File: config.mk
export PLATFORM = sky130hd
export DESIGN_NAME = quad_encoder_counter
export DESIGN_NICKNAME = d
export VERILOG_FILES = /design/src/rtl/quad_encoder_counter.sv
export SDC_FILE = /design/constraint.sdc
export NUM_CORES = 1
export LEC_CHECK = 0
export ABC_CLOCK_PERIOD_IN_PS = 6550
export CORE_UTILIZATION = 45
export DETAILED_ROUTE_END_ITERATION = 8
export GPL_TIMING_DRIVEN = 0
export PLACE_DENSITY = 0.73
export SYNTH_ARGS = -nofsm -noshare
export SYNTH_HDL_FRONTEND = slang
export SYNTH_SLANG_ARGS = --single-unit
File: constraint.sdc
create_clock -name clk -period 6.55 [get_ports clk]
set_input_delay 0.655 -clock clk [delete_from_list [all_inputs] [get_ports clk]]
set_output_delay 0.655 -clock clk [all_outputs]
set_load 0.02 [all_outputs]
File: src/rtl/quad_encoder_counter.sv
// One rotary-encoder channel: synchronises and debounces the A/B pins, decodes
// quadrature steps and keeps a WIDTH-bit level that feeds one PWM duty input.
module quad_encoder_counter #(
   parameter int WIDTH           = 8,
   parameter int DEBOUNCE_CYCLES = 255,
   parameter int STEP            = 1,
   parameter bit SATURATE        = 1'b0
) (
   input  logic             clk,
   input  logic             reset,
   input  logic             enc_a,
   input  logic             enc_b,
   output logic [WIDTH-1:0] value,
   output logic             inc,
   output logic             dec,
   output logic             err
);

   typedef enum logic {INIT, RUN} state_t;

   localparam logic [15:0]      DB_LAST = 16'(DEBOUNCE_CYCLES - 1);
   localparam logic [WIDTH-1:0] STEP_V  = WIDTH'(STEP);
   localparam logic [WIDTH-1:0] MAX_V   = '1;

   state_t           state;
   state_t           state_next;
   logic [1:0]       init_cnt;
   logic             init_done;

   // Pin pairs are packed as {a, b} so they read directly as quadrature codes.
   logic [1:0]       sync1;
   logic [1:0]       sync2;
   logic [1:0]       stable;
   logic [1:0]       prev;
   logic [15:0]      db_cnt [2];

   logic             step_up;
   logic             step_down;
   logic             illegal;
   logic [WIDTH:0]   sum;
   logic [WIDTH-1:0] value_next;

   always_ff @(posedge clk or posedge reset) begin
      if (reset) begin
         state <= INIT;
      end else begin
         state <= state_next;
      end
   end

   always_comb begin
      state_next = state;
      init_done  = 1'b0;
      case (state)
         INIT: begin
            if (init_cnt == 2'd2) begin
               init_done  = 1'b1;
               state_next = RUN;
            end
         end
         RUN: state_next = RUN;
         default: state_next = INIT;
      endcase
   end

   always_ff @(posedge clk or posedge reset) begin
      if (reset) begin
         init_cnt <= 2'd0;
         sync1    <= 2'b00;
         sync2    <= 2'b00;
      end else begin
         sync1 <= {enc_a, enc_b};
         sync2 <= sync1;
         if (state == INIT) begin
            init_cnt <= init_cnt + 2'd1;
         end
      end
   end

   // Leaving INIT seeds stable and prev straight from the synchroniser so that
   // pins already high at reset release never produce a count.
   always_ff @(posedge clk or posedge reset) begin
      if (reset) begin
         stable <= 2'b00;
         prev   <= 2'b00;
         for (int i = 0; i < 2; i++) begin
            db_cnt[i] <= 16'd0;
         end
      end else if (init_done) begin
         stable <= sync2;
         prev   <= sync2;
         for (int i = 0; i < 2; i++) begin
            db_cnt[i] <= 16'd0;
         end
      end else if (state == RUN) begin
         prev <= stable;
         for (int i = 0; i < 2; i++) begin
            if (sync2[i] == stable[i]) begin
               db_cnt[i] <= 16'd0;
            end else if (db_cnt[i] == DB_LAST) begin
               stable[i] <= sync2[i];
               db_cnt[i] <= 16'd0;
            end else begin
               db_cnt[i] <= db_cnt[i] + 16'd1;
            end
         end
      end
   end

   always_comb begin
      step_up   = 1'b0;
      step_down = 1'b0;
      illegal   = 1'b0;
      if (state == RUN && stable != prev) begin
         case ({prev, stable})
            4'b00_10, 4'b10_11, 4'b11_01, 4'b01_00: step_up   = 1'b1;
            4'b00_01, 4'b01_11, 4'b11_10, 4'b10_00: step_down = 1'b1;
            default:                                illegal   = 1'b1;
         endcase
      end
   end

   // The carry out of the widened sum and the borrow test decide clamping.
   always_comb begin
      sum        = {1'b0, value} + {1'b0, STEP_V};
      value_next = value;
      if (step_up) begin
         value_next = (SATURATE && sum[WIDTH]) ? MAX_V : sum[WIDTH-1:0];
      end else if (step_down) begin
         value_next = (SATURATE && (value < STEP_V)) ? '0 : value - STEP_V;
      end
   end

   always_ff @(posedge clk or posedge reset) begin
      if (reset) begin
         value <= '0;
         inc   <= 1'b0;
         dec   <= 1'b0;
         err   <= 1'b0;
      end else begin
         value <= value_next;
         inc   <= step_up;
         dec   <= step_down;
         err   <= illegal;
      end
   end

endmodule

==> impl_summary.log <==
[metrics] number of placement rows: 29
[metrics] IR drop worst, VDD: 0.2257 mV
[metrics] terminus of the critical flop-to-flop path: value[6]
[metrics] routed vias: 2278
[metrics] Worst Tran Pin Value: 0.6802 ns
[metrics] clock insertion delay at the later pin of the skew report: 0.31 ns
[metrics] DRT Wirelength: 5678 um
[metrics] number of sinks handled by clock tree synthesis: 54
[metrics] Sequential cell area: 1351 um^2
[metrics] pin count of the biggest net entering global routing: 45
[metrics] Die Span X: 83.50 um
[metrics] Starting DRT DRC Count: 86
[metrics] sort of element at the end of the critical path: flop
[metrics] Peak Freq: 354.3 MHz
[metrics] sequential element share of the synthesized area: 45.21%
[metrics] TritonCTS clock tree: built
[metrics] Synth Register Bits: 54
[metrics] run status: finished clean
[metrics] dpl hpwl: 4152 um
[metrics] setup slack of the most critical reg-to-reg path: 3.73 ns
[metrics] sequence of cells on the critical path: buf_4 -> buf_2 -> nand3_1 -> ha_1 -> a211oi_1 -> or4b_2 -> o2111ai_1 -> mux2_2
[metrics] final hold violations: 0
[metrics] endpoints failing setup: 0
[metrics] dominant combinational cell family by area after synthesis: simple AND/OR/NAND/NOR gates
[metrics] share of flip-flops with an asynchronous set or reset after synthesis: 100.0%
[metrics] CTS hold repair buffers: 0
[metrics] Clock H-tree levels: 2
[metrics] antenna cells: 0
[metrics] via count of the first global-routing pass: 2264
[metrics] cell at the slowest stage of the critical path: sky130_fd_sc_hd__or4b_2
[metrics] depth of the most critical reg-to-reg path: 8
[metrics] max_slew headroom: 54.48%
[metrics] startpoint of the lowest-slack register-to-register path: state
[metrics] sum of met2 wire segment lengths after detailed routing: 2768 um
[metrics] total area of multi-input combinational cells: 1509 um^2
[metrics] depth of the critical timing path with buffers and inverters included: 8
[metrics] pins over their slew limit: 0
[metrics] mux share of post-synthesis cell area: 3.056%
[metrics] clock transition time at the flip-flop clock pins of the worst setup and hold paths: 0.10 ns
[metrics] Maximum Capacitance Violations: 0
[metrics] minimum period implied by the final worst setup slack: 2.822 ns
[metrics] skew final: 0.01007 ns
[metrics] compound-cell area share of the yosys netlist: 13.02%
[metrics] required arrival time at the worst endpoint: 6.80 ns
[metrics] # nets final: 343
[metrics] buffer count from post-CTS setup fixing: 0
[metrics] share of layout cells above drive strength 1: 10.12%
[metrics] number of nets in the synthesized netlist: 321
[metrics] die outline area: 6972 um^2
[metrics] family of cells with the greatest summed delay on the critical path: simple AND/OR/NAND/NOR gates
[metrics] simple-gate area share of the yosys netlist: 19.51%
[metrics] Die Y-Extent: 83.50 um
[metrics] wire length per cell: 14.09 um
[metrics] slack of the critical path: 3.728 ns
[metrics] EDFF count, synth: 0
[metrics] fraction of the cycle the final worst path needs: 43.09%
[metrics] worst slack at placement: 3.728 ns
[metrics] Buf/Inv on CP: 2
[metrics] hold path startpoint: sync1[0]
[metrics] wire length on met1: 2703 um
[metrics] growth of design area from synthesis to finish: 12.64%
[metrics] power per cell area: 292.0 nW/um^2
[metrics] antenna violations before repair: 0
[metrics] TritonCTS Buffers: 5
[metrics] adder and majority cell fraction of the synthesized area: 6.111%
[metrics] routed length on met3: 124 um
[metrics] CP startpoint kind: flop
[metrics] arrival time at the worst endpoint: 3.08 ns
[metrics] buffer cell driving the clock tree root: sky130_fd_sc_hd__clkbuf_8
[metrics] count of antenna-violating nets left after detailed routing: 0
[metrics] number of standard cells after synthesis: 303
[metrics] synthesized area per cell: 9.865 um^2
[metrics] prevailing post-synth register cell: sky130_fd_sc_hd__dfrtp_1
[metrics] global-route wire length before repair: 10250 um
[metrics] setup TNS: 0 ns
[metrics] GRT Resource Usage Total: 17.88%
[metrics] yosys synthesis warning count: 0
[metrics] global-route congestion overflow total: 0
[metrics] maximum root-to-sink buffer count: 2
[metrics] Filler Cells Inserted: 561
[metrics] uppermost layer routed: met4
[metrics] CP Capture Point: value[6]
[metrics] routed via count divided by cell count: 5.653
[metrics] Final Wtd Congestion: 0.8682
[metrics] type of the most critical hold path: reg2reg
[metrics] leakage power of the design: 1.360 nW
[metrics] launch point of the worst path: state
[metrics] number of instances resized during post-cts repair: 0
[metrics] core outline area: 6386 um^2
[metrics] category of the critical setup timing path: reg2reg
[metrics] xor-xnor portion of the synthesized cell area: 8.790%
[metrics] area of the mapped netlist: 2989 um^2
[metrics] slowest cell delay on critical path: 0.64 ns
[metrics] router iterations before antenna repair: 4
[metrics] initial standard-cell utilization of the core: 46.81%
[metrics] setup repair after global routing missed its margin: no
[metrics] number of I/O port buffers: 14
[metrics] number of distinct library cells after synthesis: 51
[metrics] top-level port count: 15
[metrics] critical path fanouts, max: 14
[metrics] number of DRC violations after detailed routing: 0
-- stage by stage --
step	hold slack, ns	instance area [um^2]	total power, mW	utilization [%]	std cells
finish	0.3690	3367	0.9832	52.72	403
global route	0.3751	3367	1.052	52.72	403
CTS	0.3694	3367	0.9938	52.72	403
detailed placement	0.3458	3246	0.7565	50.82	395
global placement	0.3325	3226	0.7395	50.51	394
floorplan	0.3312	2989	0.6474	-	303
-- cell families (layout without fill, tap and decap cells) --
| family | count (synthesis) | after routing |
|---|---|---|
| simple gates | 108 | 108 |
| compound gates | 60 | 60 |
| flops | 54 | 54 |
| xor+xnor | 30 | 30 |
| buf+inv | 29 | 52 |
| fa+ha+maj | 14 | 14 |
| mux | 8 | 8 |
-- cell type report --
cell class,instances,share of cell area [%]
timing repair buffer,15,4.757
sequential,54,40.13
buffer,9,1.598
clock buffer,6,2.453
tap,77,2.861
inverter,20,2.230
multi-input combinational,220,44.82
clock inverter,2,1.152
-- layer usage --
metal / track usage [%] / up-vias
met1: 23.57 / 1105
met4: 6.780 / 0
met5: 0 / -
met3: 2.473 / 7
li1: - / 1132
met2: 30.03 / 34
-- sequential cells by signal, summed over array words and instances (netlist names), 2 cells and up --
register,flops
init_cnt,2
value,8
sync2,2
sync1,2
prev,2
db_cnt,32
stable,2
-- worst min path at each step --
| stage | to | depth (start not counted) |
|---|---|---|
| after global routing | sync2[0] | 0 |
| after floorplan | sync2[0] | 0 |
| final | sync2[0] | 0 |
| after CTS | sync2[0] | 0 |
| after global placement | sync2[0] | 0 |
| after detailed placement | sync2[0] | 0 |
-- cell usage after synthesis, types with 2 or more instances --
cell type / n / area share (%)
sky130_fd_sc_hd__a22oi_1: 2 / 0.50
sky130_fd_sc_hd__o2111ai_1: 4 / 1.2
sky130_fd_sc_hd__a21oi_1: 18 / 3.0
sky130_fd_sc_hd__ha_1: 13 / 5.4
sky130_fd_sc_hd__or4_1: 4 / 1.0
sky130_fd_sc_hd__a31oi_1: 2 / 0.42
sky130_fd_sc_hd__xor2_1: 5 / 1.5
sky130_fd_sc_hd__nand3b_1: 3 / 0.75
sky130_fd_sc_hd__o21ai_0: 14 / 2.3
sky130_fd_sc_hd__buf_4: 2 / 0.50
sky130_fd_sc_hd__clkbuf_1: 2 / 0.25
sky130_fd_sc_hd__nand3_1: 12 / 2.0
sky130_fd_sc_hd__mux2_2: 5 / 1.9
sky130_fd_sc_hd__o211ai_1: 5 / 1.3
sky130_fd_sc_hd__xnor2_1: 25 / 7.3
sky130_fd_sc_hd__nor4_1: 9 / 1.9
sky130_fd_sc_hd__nor2_1: 20 / 2.5
sky130_fd_sc_hd__nor3_1: 10 / 1.7
sky130_fd_sc_hd__nand4_1: 9 / 1.9
sky130_fd_sc_hd__dfrtp_1: 54 / 45
sky130_fd_sc_hd__mux2i_1: 2 / 0.67
sky130_fd_sc_hd__a211oi_1: 2 / 0.50
sky130_fd_sc_hd__inv_1: 20 / 2.5
sky130_fd_sc_hd__buf_2: 4 / 0.67
sky130_fd_sc_hd__nand2_1: 28 / 3.5
sky130_fd_sc_hd__or3_1: 2 / 0.42
sky130_fd_sc_hd__o31ai_1: 2 / 0.50
sky130_fd_sc_hd__a21o_1: 2 / 0.50
-- where the power goes --
group	internal, mW	switching (mW)
clock network	0.126	0.110
logic	0.163	0.177
registers	0.370	0.0373
-- placed cells by master (no fill, tap or decap), types with 2 or more instances in the layout --
master                             n
sky130_fd_sc_hd__or4_1             4
sky130_fd_sc_hd__a211oi_1          2
sky130_fd_sc_hd__xnor2_1          25
sky130_fd_sc_hd__o211ai_1          5
sky130_fd_sc_hd__or3_1             2
sky130_fd_sc_hd__nand4_1           9
sky130_fd_sc_hd__nand3_1          12
sky130_fd_sc_hd__inv_1            19
sky130_fd_sc_hd__clkdlybuf4s50_1  14
sky130_fd_sc_hd__o31ai_1           2
sky130_fd_sc_hd__ha_1             13
sky130_fd_sc_hd__nor2_1           20
sky130_fd_sc_hd__a21oi_1          18
sky130_fd_sc_hd__xor2_1            5
sky130_fd_sc_hd__nor4_1            9
sky130_fd_sc_hd__clkbuf_1          2
sky130_fd_sc_hd__a21o_1            2
sky130_fd_sc_hd__o2111ai_1         4
sky130_fd_sc_hd__nand2_1          28
sky130_fd_sc_hd__a31oi_1           2
sky130_fd_sc_hd__mux2i_1           2
sky130_fd_sc_hd__dfrtp_1          54
sky130_fd_sc_hd__buf_2             4
sky130_fd_sc_hd__mux2_2            5
sky130_fd_sc_hd__o21ai_0          14
sky130_fd_sc_hd__buf_4             2
sky130_fd_sc_hd__clkbuf_8          6
sky130_fd_sc_hd__nand3b_1          3
sky130_fd_sc_hd__a22oi_1           2
sky130_fd_sc_hd__nor3_1           10
Note: power is estimated with default switching activity, not from simulation.
